$ cat config.mk
export PLATFORM = sky130hd
export DESIGN_NAME = mem_stage_access
export DESIGN_NICKNAME = d
export VERILOG_FILES = /design/src/rtl/mem_stage_access.sv
export SDC_FILE = /design/constraint.sdc
export NUM_CORES = 1
export LEC_CHECK = 0
export ABC_AREA = 1
export ABC_CLOCK_PERIOD_IN_PS = 2500
export BUFFER_PORTS_ARGS = -buffer_cell sky130_fd_sc_hd__buf_2
export CAP_MARGIN = 15
export CORE_ASPECT_RATIO = 1.2
export CORE_MARGIN = 4
export CORE_UTILIZATION = 50
export CTS_BUF_LIST = sky130_fd_sc_hd__clkbuf_8 sky130_fd_sc_hd__clkbuf_16
export DETAILED_ROUTE_END_ITERATION = 8
export MAX_ROUTING_LAYER = met4
export PLACE_DENSITY = 0.82
export SETUP_SLACK_MARGIN = 0.5
export SLEW_MARGIN = 20
export SYNTH_ARGS = -nofsm -noshare
export SYNTH_HDL_FRONTEND = slang
export SYNTH_SLANG_ARGS = --single-unit
$ cat constraint.sdc
create_clock -name clk -period 2.5 [get_ports clk]
set_clock_uncertainty 0.15 [all_clocks]
set_input_delay 0.5 -clock clk [delete_from_list [all_inputs] [get_ports clk]]
set_output_delay 0.5 -clock clk [all_outputs]
set_load 0.1 [all_outputs]
$ cat src/rtl/mem_stage_access.sv
// Memory-stage access unit: EX/MEM -> data-memory handshake -> MEM/WB register.
// Latency: ALU ops 1 cycle; loads/stores 1 request cycle plus memory ack delay.
// Backpressure: stall_out (combinational) holds upstream while an access is pending.
// Optional feature: define MEM_TIMEOUT_EN to abort accesses unacked after TIMEOUT WAIT cycles.
module mem_stage_access #(
  parameter int DATA_W  = 32,
  parameter int TIMEOUT = 16
) (
  input  logic              clk,
  input  logic              reset,
  input  logic [DATA_W-1:0] mem_alu_result,
  input  logic [4:0]        mem_rd,
  input  logic              mem_reg_write,
  input  logic              mem_read,
  input  logic              mem_write,
  input  logic [DATA_W-1:0] mem_store_data,
  output logic              dmem_req,
  output logic              dmem_we,
  output logic [DATA_W-1:0] dmem_addr,
  output logic [DATA_W-1:0] dmem_wdata,
  input  logic              dmem_ack,
  input  logic [DATA_W-1:0] dmem_rdata,
  output logic              stall_out,
  output logic [DATA_W-1:0] wb_result,
  output logic [4:0]        wb_rd,
  output logic              wb_reg_write,
  output logic              dmem_err
);

  typedef enum logic {
    IDLE = 1'b0,
    WAIT = 1'b1
  } state_t;

  state_t state_q;
  state_t state_d;

  // A load wins when both read and write are set, so no write is ever issued for it.
  logic is_mem_op;
  logic is_load;
  logic wb_we_next;
  logic ack_fire;
  logic abort;

  assign is_mem_op  = mem_read | mem_write;
  assign is_load    = mem_read;
  assign wb_we_next = mem_reg_write & (|mem_rd);
  assign ack_fire   = (state_q == WAIT) & dmem_ack;

  // TIMEOUT below 2 would leave no room for a normal ack before the abort cycle.
  if (TIMEOUT < 2) begin : g_timeout_range_check
    $error("mem_stage_access: TIMEOUT must be >= 2");
  end

`ifdef MEM_TIMEOUT_EN
  localparam int CNT_W = $clog2(TIMEOUT + 1);

  logic [CNT_W-1:0] tmo_cnt;
  logic             err_q;

  // Abort fires on the TIMEOUT-th WAIT cycle; an ack in that same cycle takes priority.
  assign abort = (state_q == WAIT) & ~dmem_ack & (tmo_cnt == CNT_W'(TIMEOUT - 1));

  // Count WAIT cycles without ack; cleared as the unit enters WAIT.
  always_ff @(posedge clk) begin
    if (reset) begin
      tmo_cnt <= '0;
    end else if (state_q == IDLE && is_mem_op) begin
      tmo_cnt <= '0;
    end else if (state_q == WAIT && !dmem_ack && !abort) begin
      tmo_cnt <= tmo_cnt + 1'b1;
    end
  end

  // Sticky error flag, only cleared by reset.
  always_ff @(posedge clk) begin
    if (reset) begin
      err_q <= 1'b0;
    end else if (abort) begin
      err_q <= 1'b1;
    end
  end

  assign dmem_err = err_q;
`else
  assign abort    = 1'b0;
  assign dmem_err = 1'b0;
`endif

  // State register.
  always_ff @(posedge clk) begin
    if (reset) begin
      state_q <= IDLE;
    end else begin
      state_q <= state_d;
    end
  end

  // Next state and the combinational stall back to upstream.
  always_comb begin
    state_d   = state_q;
    stall_out = 1'b0;
    case (state_q)
      IDLE: begin
        if (is_mem_op) begin
          stall_out = 1'b1;
          state_d   = WAIT;
        end
      end
      WAIT: begin
        if (ack_fire || abort) begin
          state_d = IDLE;
        end else begin
          stall_out = 1'b1;
        end
      end
      default: begin
        state_d = IDLE;
      end
    endcase
  end

  // Memory request registers and the MEM/WB pipeline register.
  always_ff @(posedge clk) begin
    if (reset) begin
      dmem_req     <= 1'b0;
      dmem_we      <= 1'b0;
      dmem_addr    <= '0;
      dmem_wdata   <= '0;
      wb_result    <= '0;
      wb_rd        <= '0;
      wb_reg_write <= 1'b0;
    end else begin
      case (state_q)
        IDLE: begin
          if (is_mem_op) begin
            // Launch the access; the writeback slot becomes a bubble until ack.
            dmem_req     <= 1'b1;
            dmem_we      <= mem_write & ~mem_read;
            dmem_addr    <= mem_alu_result;
            dmem_wdata   <= mem_store_data;
            wb_reg_write <= 1'b0;
          end else begin
            wb_result    <= mem_alu_result;
            wb_rd        <= mem_rd;
            wb_reg_write <= wb_we_next;
          end
        end
        WAIT: begin
          if (ack_fire) begin
            // Upstream has held the op stable, so mem_* still describe it.
            dmem_req     <= 1'b0;
            dmem_we      <= 1'b0;
            wb_result    <= is_load ? dmem_rdata : mem_alu_result;
            wb_rd        <= mem_rd;
            wb_reg_write <= wb_we_next;
          end else if (abort) begin
            // The timed-out op is dropped: no register write.
            dmem_req     <= 1'b0;
            dmem_we      <= 1'b0;
            wb_reg_write <= 1'b0;
          end else begin
            wb_reg_write <= 1'b0;
          end
        end
        default: begin
          dmem_req     <= 1'b0;
          dmem_we      <= 1'b0;
          wb_reg_write <= 1'b0;
        end
      endcase
    end
  end

endmodule

==> results of run 1 <==
[worst max-delay path by stage]
stage	slack, ps	end	depth (start not counted)	start
floorplan	600	stall_out	4	mem_read
global placement	580	stall_out	4	mem_read
detailed placement	560	dmem_wdata[1]	5	mem_read
CTS	520	stall_out	4	state_q
global route	550	stall_out	4	state_q
finish	600	stall_out	4	state_q
[power breakdown]
part	internal (uW)	total, uW	switching [uW]
Combinational	338	1940	1600
Sequential	1830	1910	77.6
Clock	593	1170	577
[stage by stage]
stage	hold slack (ps)	power, uW
floorplan	419	3560
global placement	302	3850
detailed placement	314	3880
CTS	163	5050
global route	169	5230
finish	179	5010
[synth_stat cells]
cell type	count	area share, %
o21ai_1	36	4.0
nand2_1	112	9.4
a21oi_1	2	0.22
inv_2	2	0.17
buf_2	22	2.5
nand3_2	1	0.22
buf_4	2	0.33
inv_1	39	3.3
conb_1	1	0.083
dfxtp_1	105	47
nor3_1	1	0.11
clkbuf_2	1	0.11
nand3_1	70	7.8
clkbuf_1	9	0.75
nor2_1	206	17
o21ai_4	1	0.36
o21ai_0	28	3.1
buf_6	14	3.5
inv_4	1	0.14
[kinds of logic after synthesis]
| kind of cell | after synthesis |
|---|---|
| AOI/OAI and AO/OA | 67 |
| DFF | 105 |
| buffers and inverters | 90 |
| other | 1 |
| and+or+nand+nor | 390 |
[flip-flops by register name (all words and copies together) (netlist names)]
signal and cells:
dmem_req 1, state_q 1, wb_rd 5, dmem_we 1, dmem_wdata 32, dmem_addr 32, wb_result 32, wb_reg_write 1
[layout by cell type (no fill, tap or decap)]
cell type and n:
inv_2 2, inv_4 1, buf_12 2, o21ai_4 1, conb_1 1, clkbuf_8 10
nand3_2 1, buf_4 9, nand2_1 112, buf_6 1, a21oi_1 2, o21ai_1 36
bufinv_16 2, nor3_1 1, clkinvlp_4 3, o21ai_0 28, nand3_1 70, dfxtp_1 104
inv_1 39, nor2_1 206, buf_2 210, dfxtp_4 1, clkinv_4 1
[layer usage]
layer	vias up	global-route usage (%)	share of wire (%)
li1	2387	-	-
met1	2034	28.2	40
met2	177	41.7	49
met3	40	3.24	6.7
met4	0	13.7	4.0
met5	-	-	0
[cell type report]
type | instances | area, sq um
multi-input combinational | 458 | 1910
clock buffer | 10 | 138
fill | 804 | 2940
timing repair buffer | 222 | 1170
inverter | 42 | 160
clock inverter | 6 | 91.3
tap | 117 | 146
sequential | 105 | 2110
[critical path, delay by kind of cell (launching register included)]
family / cells / cell delay [ps]
and+or+nand+nor: 2 / 190
DFF: 1 / 380
buffers and inverters: 2 / 310
[timing repair]
action,CTS,global route
resized for setup,2,2
endpoints found under the setup margin,1,1
buffers inserted,0,0
cloned,0,0
==> summary.txt, run 1 <==
Outcome
  – Run status: finished, final reports clean

Placed design
  – Placed insts: 944
  – DP Area: 0.00548 sq mm
  – Placement Setup Slack: 559 ps
  – Port Buffer Count: 211
  – HPWL Detailed: 9370 um
  – Routability cong.: 0.875

Floorplan
  – Num ports: 213
  – Die width: 94.5 um
  – DIE AREA: 0.0106 sq mm
  – Chip height: 112 um
  – Core area: 0.00866 sq mm
  – Initial core utilization: 51.9%
  – Row Count: 37

STA
  – Max Fclk: 0.525 GHz
  – Setup TNS: 0 ps
  – Final Setup Violations: 0
  – Final hold vios: 0
  – Worst-margin pin slew: 1020 ps
  – Relative slew slack: 31.6%
  – Minimum clock period: 1900 ps
  – Fin crit share: 76.2%
  – RSZ-0062 raised after global routing: no
  – Setup ws final: 596 ps
  – Final Max Tran Viols: 0

Synthesis
  – Post-Synthesis Mean Instance Area: 6.88 sq um
  – Syn Nets: 760
  – Seq cells post-synth: 105
  – Cell area after synthesis: 0.00449 sq mm
  – Synth Area in Simple Gates: 34.7%
  – Synth cell types: 19
  – Post-Synth Adder-Cell Area: 0%
  – Mapped Cells: 653
  – Synth warn: 0
  – Compound-Gate Fraction of Synth Area: 7.71%
  – Sequential-to-total area share from yosys stat: 46.8%
  – Post-synthesis mux area share: 0%
  – Main combinational cell family by area after synthesis: simple AND/OR/NAND/NOR gates
  – XOR/XNOR Fraction of Synth Area: 0%

Setup path
  – Crit end category: output pin
  – Worst-path cell chain: inv_4 -> nand2_1 -> nand3_2 -> buf_6
  – CP Launch Type: flip-flop
  – Arr. time, crit path: 1250 ps
  – Reg2reg end: dmem_wdata[23]
  – Crit Reg-Reg Startpoint: state_q
  – CP Max Fanout: 6
  – Worst EP required: 1850 ps
  – R2r worst-path depth: 5
  – Critical path type: flip-flop to output pin
  – CP max stage delay: 380 ps
  – Slowest-stage cell, CP: dfxtp_4
  – R2r setup slk: 780 ps

Drt
  – Via count: 4638
  – Antenna viol nets, final: 0
  – Vias per std cell: 4.83
  – Starting DRT DRC Count: 225
  – WL final: 12900 um
  – Average wire per standard cell: 13.5 um
  – DRC violations left: 0
  – Drt first pass iters: 4

CTS
  – TritonCTS clock tree: done
  – Clock Pin Slew Worst Setup and Hold Paths: 90 ps
  – Hold_buf cts: 0
  – H-tree depth: 3
  – Num Clock Sinks: 105
  – Clock Latency Late Sink: 360 ps
  – Num CTS Buffers: 9
  – Clock Tree Root: clkbuf_8
  – Clk buf depth: 2

Pwr
  – Leakage: 0.00315 uW
  – Peak VDD IR: 0.464 mV
  – Power density cells: 876 mW/mm^2

Cells and area
  – Fin nets: 945
  – Final non-filler cell total: 960
  – Area growth, synth to finish: 27.3%
  – Antenna diodes: 0
  – Post-layout util: 66.1%
  – Layout cells sized above 1: 28.9%
  – Post-route design area: 0.00572 sq mm

Hold path
  – Hold Startpoint: reset
  – Hold Crit Class: input port to flip-flop
  – Hold depth: 2
  – Hold Crit Endpoint: state_q

Global route
  – Vias in the first global route: 4427
  – Initial antenna violation count: 0
  – First-pass GRT wire length: 20400 um
  – Gr ovfl total: 0
  – GRT Total Usage: 24.8%
  – Pin count of the biggest net entering global routing: 66

Job
  – Max-cap violations: 0
Power figures use the tool's default switching activity.
==> inputs of run 2 (changes only) <==
ABC_AREA = 0   (was 1)
ABC_CLOCK_PERIOD_IN_PS = 1580   (was 2500)
CORE_UTILIZATION = 41   (was 50)
PLACE_DENSITY = 0.73   (was 0.82)
clock period = 1.58 ns   (was 2.5 ns; I/O delays follow)
==> run 2 against run 1 <==
Against the previous run:
- the flow now finishes with violations (negative setup slack)
- total power rose by 88%
- synthesized area decreased by 4.7%
- core utilization is 23 points higher
- highest routed layer unchanged
==> summary.txt, run 2 <==
Placed design
  – Port Buffer Count: 211 (unchanged)
  – Routability cong.: 0.793 (-9.4%)
  – Placement Setup Slack: -113 ps (-672 ps)
  – HPWL Detailed: 9070 um (-3.2%)

Hold path
  – Hold Crit Class: input port to flip-flop

Global route
  – GRT Total Usage: 25.9% (+1.1 points)
  – Gr ovfl total: 0 (unchanged)
  – Vias in the first global route: 4638 (+4.8%)
  – Initial antenna violation count: 0 (unchanged)
  – Pin count of the biggest net entering global routing: 41 (-38%)
  – First-pass GRT wire length: 24000 um (+17%)

Setup path
  – Slowest-stage cell, CP: or3_4
  – Worst-path cell chain: or3_4 -> nand2b_4 -> clkinvlp_4 -> buf_12
  – R2r setup slk: -170 ps (-950 ps)
  – CP Launch Type: flip-flop
  – CP Max Fanout: 2 (-4)
  – Top delay family on crit path: simple AND/OR/NAND/NOR gates
  – CP max stage delay: 360 ps (-20 ps)
  – Buffer and inverter count on the worst path: 2 (unchanged)
  – Worst EP required: 1110 ps (-740 ps)
  – Arr. time, crit path: 1430 ps (+180 ps)
  – Crit end category: output pin
  – Critical path type: flip-flop to output pin

CTS
  – Hold_buf cts: 0 (unchanged)
  – Clock Tree Root: clkbuf_16
  – Num Clock Sinks: 105 (unchanged)
  – Num CTS Buffers: 9 (unchanged)
  – Clock Pin Slew Worst Setup and Hold Paths: 70 ps (-20 ps)
  – Clk buf depth: 2 (unchanged)
  – Clock Latency Late Sink: 340 ps (-20 ps)
  – H-tree depth: 3 (unchanged)
  – TritonCTS clock tree: done

STA
  – Fin crit share: 120%
  – Final Setup Violations: 33 (+33)
  – RSZ-0062 raised after global routing: yes
  – Minimum clock period: 1900 ps
  – Setup ws final: -317 ps (-913 ps)
  – Final hold vios: 0 (unchanged)
  – Max Fclk: 0.527 GHz
  – Final Max Tran Viols: 0 (unchanged)

Floorplan
  – Initial core utilization: 42.4% (-9.5 points)
  – Die width: 101 um (+7.1%)
  – DIE AREA: 0.0121 sq mm (+15%)
  – Row Count: 40 (+8.1%)
  – Chip height: 120 um (+7.2%)
  – Core area: 0.0101 sq mm (+17%)
  – Num ports: 213 (unchanged)

Job
  – Max-cap violations: 0 (unchanged)

Cells and area
  – Antenna diodes: 0 (unchanged)
  – Most frequent cells in the layout: buf_12 (116), buf_2 (105), dfxtp_4 (103)
  – Layout cells sized above 1: 76.0% (+47 points)
  – Area growth, synth to finish: 110%
  – Registers with the most flip-flops: dmem_addr (32), dmem_wdata (32), wb_result (32)
  – Fin nets: 812 (-14%)
  – Fill count: 408 (-49%)
  – Commonest non-fill, non-tap cell in the layout: buf_12

Synthesis
  – Synth top area cells: dfxtp_1 (49%), nand2_1 (11%), a221oi_2 (10%)
  – Top cells by count, synth: nand2_1 (128), dfxtp_1 (105), a21oi_1 (69)
  – Cell area after synthesis: 0.00428 sq mm (-4.7%)
  – Ys async rst share: 0% (unchanged)
  – Synth cell types: 26 (+7)
  – Number of synthesized flops with an enable pin: 0 (unchanged)
  – Syn Nets: 579 (-24%)
  – Synth warn: 0 (unchanged)
  – Ys flop type: dfxtp_1
  – Sequential-to-total area share from yosys stat: 49.1% (+2.3 points)
  – Seq cells post-synth: 105 (unchanged)
  – Count leader, synth: nand2_1
  – Top-area cell type share of the netlist area: 49.1% (+2.3 points)
  – Mapped Cells: 472 (-28%)
  – Synth area leader: dfxtp_1
  – Post-Synthesis Mean Instance Area: 9.07 sq um (+32%)

Drt
  – Drt first pass iters: 4 (unchanged)
  – DRC violations left: 0 (unchanged)
  – Vias per std cell: 5.66 (+17%)
  – Antenna viol nets, final: 0 (unchanged)
  – Average wire per standard cell: 24.4 um (+81%)
  – WL final: 20400 um (+57%)
  – Starting DRT DRC Count: 215 (-4.4%)
  – Via count: 4721 (+1.8%)

Pwr
  – Sequential share of power: 32.7% (-5.4 points)
  – Sw Ratio: 39.4% (-5.6 points)
  – Power Internal: 5720 uW (+110%)
  – Clock power frac: 24.7% (+1.4 points)
  – Power density cells: 1050 mW/mm^2 (+20%)
  – Leakage: 0.00384 uW (+22%)
  – NetSw: 3710 uW (+65%)
  – Tot Pwr: 9430 uW (+88%)
  – Peak VDD IR: 0.642 mV (+38%)
  – Logic pwr share: 42.6% (+4.0 points)

Outcome
  – Failing checks: negative setup slack
  – Run status: complete, but fails checks
## run 2: cell count changes in the layout (fill, tap and decap cells not counted), moves of 28 or more
cell	previous run	this run
a21oi_2	0	53
nand3_1	70	0
o21ai_1	36	0
inv_1	39	1
nand2_4	0	39
a221oi_2	0	28
nor2_1	206	36
dfxtp_1	104	0
nand2_1	112	70
buf_12	2	116
buf_2	210	105
dfxtp_4	1	103
mux2i_1	0	33
## run 2: path summary, 6_finish.rpt
kind | start | endpoint | cells past startpoint
setup / recovery | state_q | stall_out | 4
hold / removal | mem_store_data[13] | dmem_wdata[13] | 3
setup reg to reg | state_q | wb_result[11] | 6
hold reg to reg | dmem_addr[8] | dmem_addr[8] | 2
## run 2: routing by layer
layer  track usage, %  wire length [um]  part of all wire, %
met1             28.3              7250                   36
met2             46.1             11000                   54
met3             4.59              1290                  6.4
met4             9.81               852                  4.2
met5                -                 0                    0
## run 2: area by class of cell
cell class                 instances  area, sq um  share of cell area [%]
sequential                       105         2490                    27.7
tap                              126          158                    1.75
clock buffer                       9          225                    2.50
inverter                           1         7.51                  0.0835
multi-input combinational        321         2550                    28.4
clock inverter                     5         73.8                   0.821
timing repair buffer             267         3480                    38.7
## run 2: logic make-up after synthesis
group                  synth area share [%]
and+or+nand+nor                        17.0
AOI/OAI and AO/OA                      20.0
DFF                                    49.1
buffers and inverters                  6.11
muxes                                  7.71
other                                0.0876
## run 2: metrics by stage
step                      area (sq um)  hold WS (ps)  cells  setup TNS [ps]  util (%)
final                             8990          57.2    834           -2460      88.9
after global routing              8990          57.8    834           -4020      88.9
after CTS                         7950          41.1    806           -1860      78.6
after detailed placement          5900           311    786            -739      58.3
after global placement            5900           304    786            -127      58.3
after floorplan                   4770           292    472            -710         -
## run 2: power by group through the flow
stage	Combinational (uW)	Clock, uW	Sequential (uW)
5_1_grt	4120	2460	3100
2_1_floorplan	699	0	4500
3_5_place_dp	2680	0	2980
4_1_cts	3440	2340	3060
3_3_place_gp	2650	0	2980
6_report	4020	2330	3080
## run 2: timing repair
item	in CTS	in global routing
gates resized for setup	429	172
pin swaps	1	22
buffers inserted	2	15
setup endpoints to repair	209	210
cloned	4	13
## run 2: worst reg2reg max path: stages (launching register included)
cell	delay, ps
dfxtp_2	330
buf_6	130
and2_4	140
nand2b_4	150
buf_4	170
bufbuf_16	290
a221oi_4	290
==> inputs of run 3 (changes only) <==
ABC_AREA = 1   (was 0)
CORE_UTILIZATION = 42   (was 41)
==> run 3 against run 2 <==
Against the previous run:
- the run ends with design-rule violations, negative setup slack left
- core utilization is 4.5 points higher
- die area grew 2.3%
- total power up 16%
- sequential power is 6% higher
- worst hold slack got worse by 6.3 ps
- critical path type is now flip-flop to flip-flop
==> summary.txt, run 3 (synthesis results as in run 1) <==
Outcome
  – Run status: complete, but fails checks
  – Failing checks: design-rule violations, negative setup slack

Placed design
  – Port Buffer Count: 211 (unchanged)
  – HPWL Detailed: 9980 um (+10%)
  – Placement Setup Slack: -43.3 ps (+69.6 ps)
  – Routability cong.: 0.915 (+15%)

Setup path
  – Arr. time, crit path: 2110 ps (+680 ps)
  – CP Launch Type: flip-flop
  – Worst EP required: 1640 ps (+530 ps)
  – Crit end category: flip-flop
  – Critical path type: flip-flop to flip-flop
  – CP Max Fanout: 6 (+4)

STA
  – Fin crit share: 130% (+9.8 points)
  – Minimum clock period: 2050 ps (+154 ps)
  – Final Setup Violations: 69 (+110%)
  – Max Fclk: 0.487 GHz (-7.5%)
  – Hold WS: 50.9 ps (-6.25 ps)
  – Setup ws final: -472 ps (-154 ps)
  – RSZ-0062 raised after global routing: yes
  – Setup TNS: -6310 ps (-3850 ps)
  – Final hold vios: 0 (unchanged)
  – Relative slew slack: 53.8%
  – Worst-margin pin slew: 688 ps
  – Final Max Tran Viols: 0 (unchanged)

Drt
  – Vias per std cell: 6.62 (+17%)
  – WL final: 34700 um (+71%)
  – DRC violations left: 22 (+22)
  – Drt first pass iters: 9 (+5)
  – Antenna viol nets, final: 0 (unchanged)
  – Average wire per standard cell: 32.1 um (+32%)
  – Via count: 7166 (+52%)
  – Starting DRT DRC Count: 1196 (+460%)

Floorplan
  – Core area: 0.0105 sq mm (+3.5%)
  – Row Count: 41 (+2.5%)
  – Chip height: 121 um (+1.1%)
  – DIE AREA: 0.0124 sq mm (+2.3%)
  – Die width: 102 um (+1.1%)
  – Initial core utilization: 42.9% (+0.58 points)
  – Num ports: 213 (unchanged)

Pwr
  – NetSw: 5030 uW (+35%)
  – Peak VDD IR: 1.15 mV (+79%)
  – Clock power frac: 20.3% (-4.4 points)
  – Power Internal: 5900 uW (+3.2%)
  – Leakage: 0.00447 uW (+16%)
  – Sw Ratio: 46.0% (+6.6 points)
  – Tot Pwr: 10900 uW (+16%)
  – Sequential share of power: 29.8% (-2.9 points)
  – Logic pwr share: 50.0% (+7.4 points)
  – Power density cells: 1120 mW/mm^2 (+6.5%)

CTS
  – Num CTS Buffers: 9 (unchanged)
  – Num Clock Sinks: 105 (unchanged)
  – Clock Latency Late Sink: 360 ps (+20 ps)
  – Clock Pin Slew Worst Setup and Hold Paths: 90 ps (+20 ps)
  – Clock Tree Root: clkbuf_16
  – Clk buf depth: 2 (unchanged)
  – TritonCTS clock tree: done
  – H-tree depth: 3 (unchanged)

Global route
  – Pin count of the biggest net entering global routing: 80 (+95%)
  – Initial antenna violation count: 6 (+6)
  – First-pass GRT wire length: 33200 um (+38%)
  – Gr ovfl total: 0 (unchanged)
  – GRT Total Usage: 36.3% (+10 points)
  – Vias in the first global route: 5858 (+26%)

Cells and area
  – Area growth, synth to finish: 118%
  – Commonest non-fill, non-tap cell in the layout: nor2_1
  – Registers with the most flip-flops: dmem_addr (32), dmem_wdata (32), wb_result (32)
  – Fin nets: 1046 (+29%)
  – Layout cells sized above 1: 59.5% (-16 points)
  – Most frequent cells in the layout: nor2_1 (127), buf_12 (117), buf_2 (106)
  – Fill count: 287 (-30%)

Hold path
  – Hold Crit Class: input port to flip-flop

Job
  – Max-cap violations: 0 (unchanged)
## run 3: final timing paths
| kind | startpoint | endpoint | slack, ps | depth (start not counted) |
|---|---|---|---|---|
| worst max-delay path | state_q | dmem_addr[30] | -470 | 7 |
| worst min-delay path | reset | state_q | 50 | 2 |
| worst max register to register | state_q | dmem_addr[30] | -470 | 7 |
| worst min register to register | dmem_addr[17] | dmem_addr[17] | 390 | 2 |
## run 3: power groups by stage
stage	Clock (uW)	Combinational, uW	Sequential [uW]
5_1_grt	2280	5520	3270
2_1_floorplan	0	804	4910
4_1_cts	2050	4550	3250
3_3_place_gp	0	3130	3090
3_5_place_dp	0	3160	3100
6_report	2210	5460	3260
## run 3: what timing repair did
action,in CTS,in global routing
gates resized for setup,599,49
endpoints found under the setup margin,210,210
setup buffers,25,50
hold buffers,1,0
pin swaps,23,22
endpoints found under the hold margin,1,0
cloned,15,6
## run 3: stage by stage
step	area (sq um)	cells	util, %
finish	9780	1082	93.4
global route	9780	1082	93.4
CTS	9060	1017	86.5
detailed placement	6080	960	58.1
global placement	6080	960	58.1
floorplan	4980	653	-
## run 3: metal layers
metal / GRT usage (%) / wire length [um]
met1: 38.1 / 10800
met2: 59.6 / 14700
met3: 8.68 / 5210
met4: 24.0 / 4030
met5: - / 0
## run 3: layout make-up
class	count	area, sq um	share of cell area, %
Clock inverter	7	36.3	0.371
Timing Repair Buffer	316	3880	39.7
Sequential cell	105	2500	25.5
Tap cell	129	161	1.65
Clock buffer	9	225	2.30
Antenna cell	9	22.5	0.230
Inverter	42	179	1.83
Timing Repair inverter	7	136	1.39
Multi-Input combinational cell	458	2640	27.0
## run 3: critical path, cell delays in order (launching register included)
cell and delay [ps]:
dfxtp_4 390, inv_6 90, buf_6 110, o21ai_4 90
buf_8 180, buf_16 150, o21ai_1 550, nor2_1 190
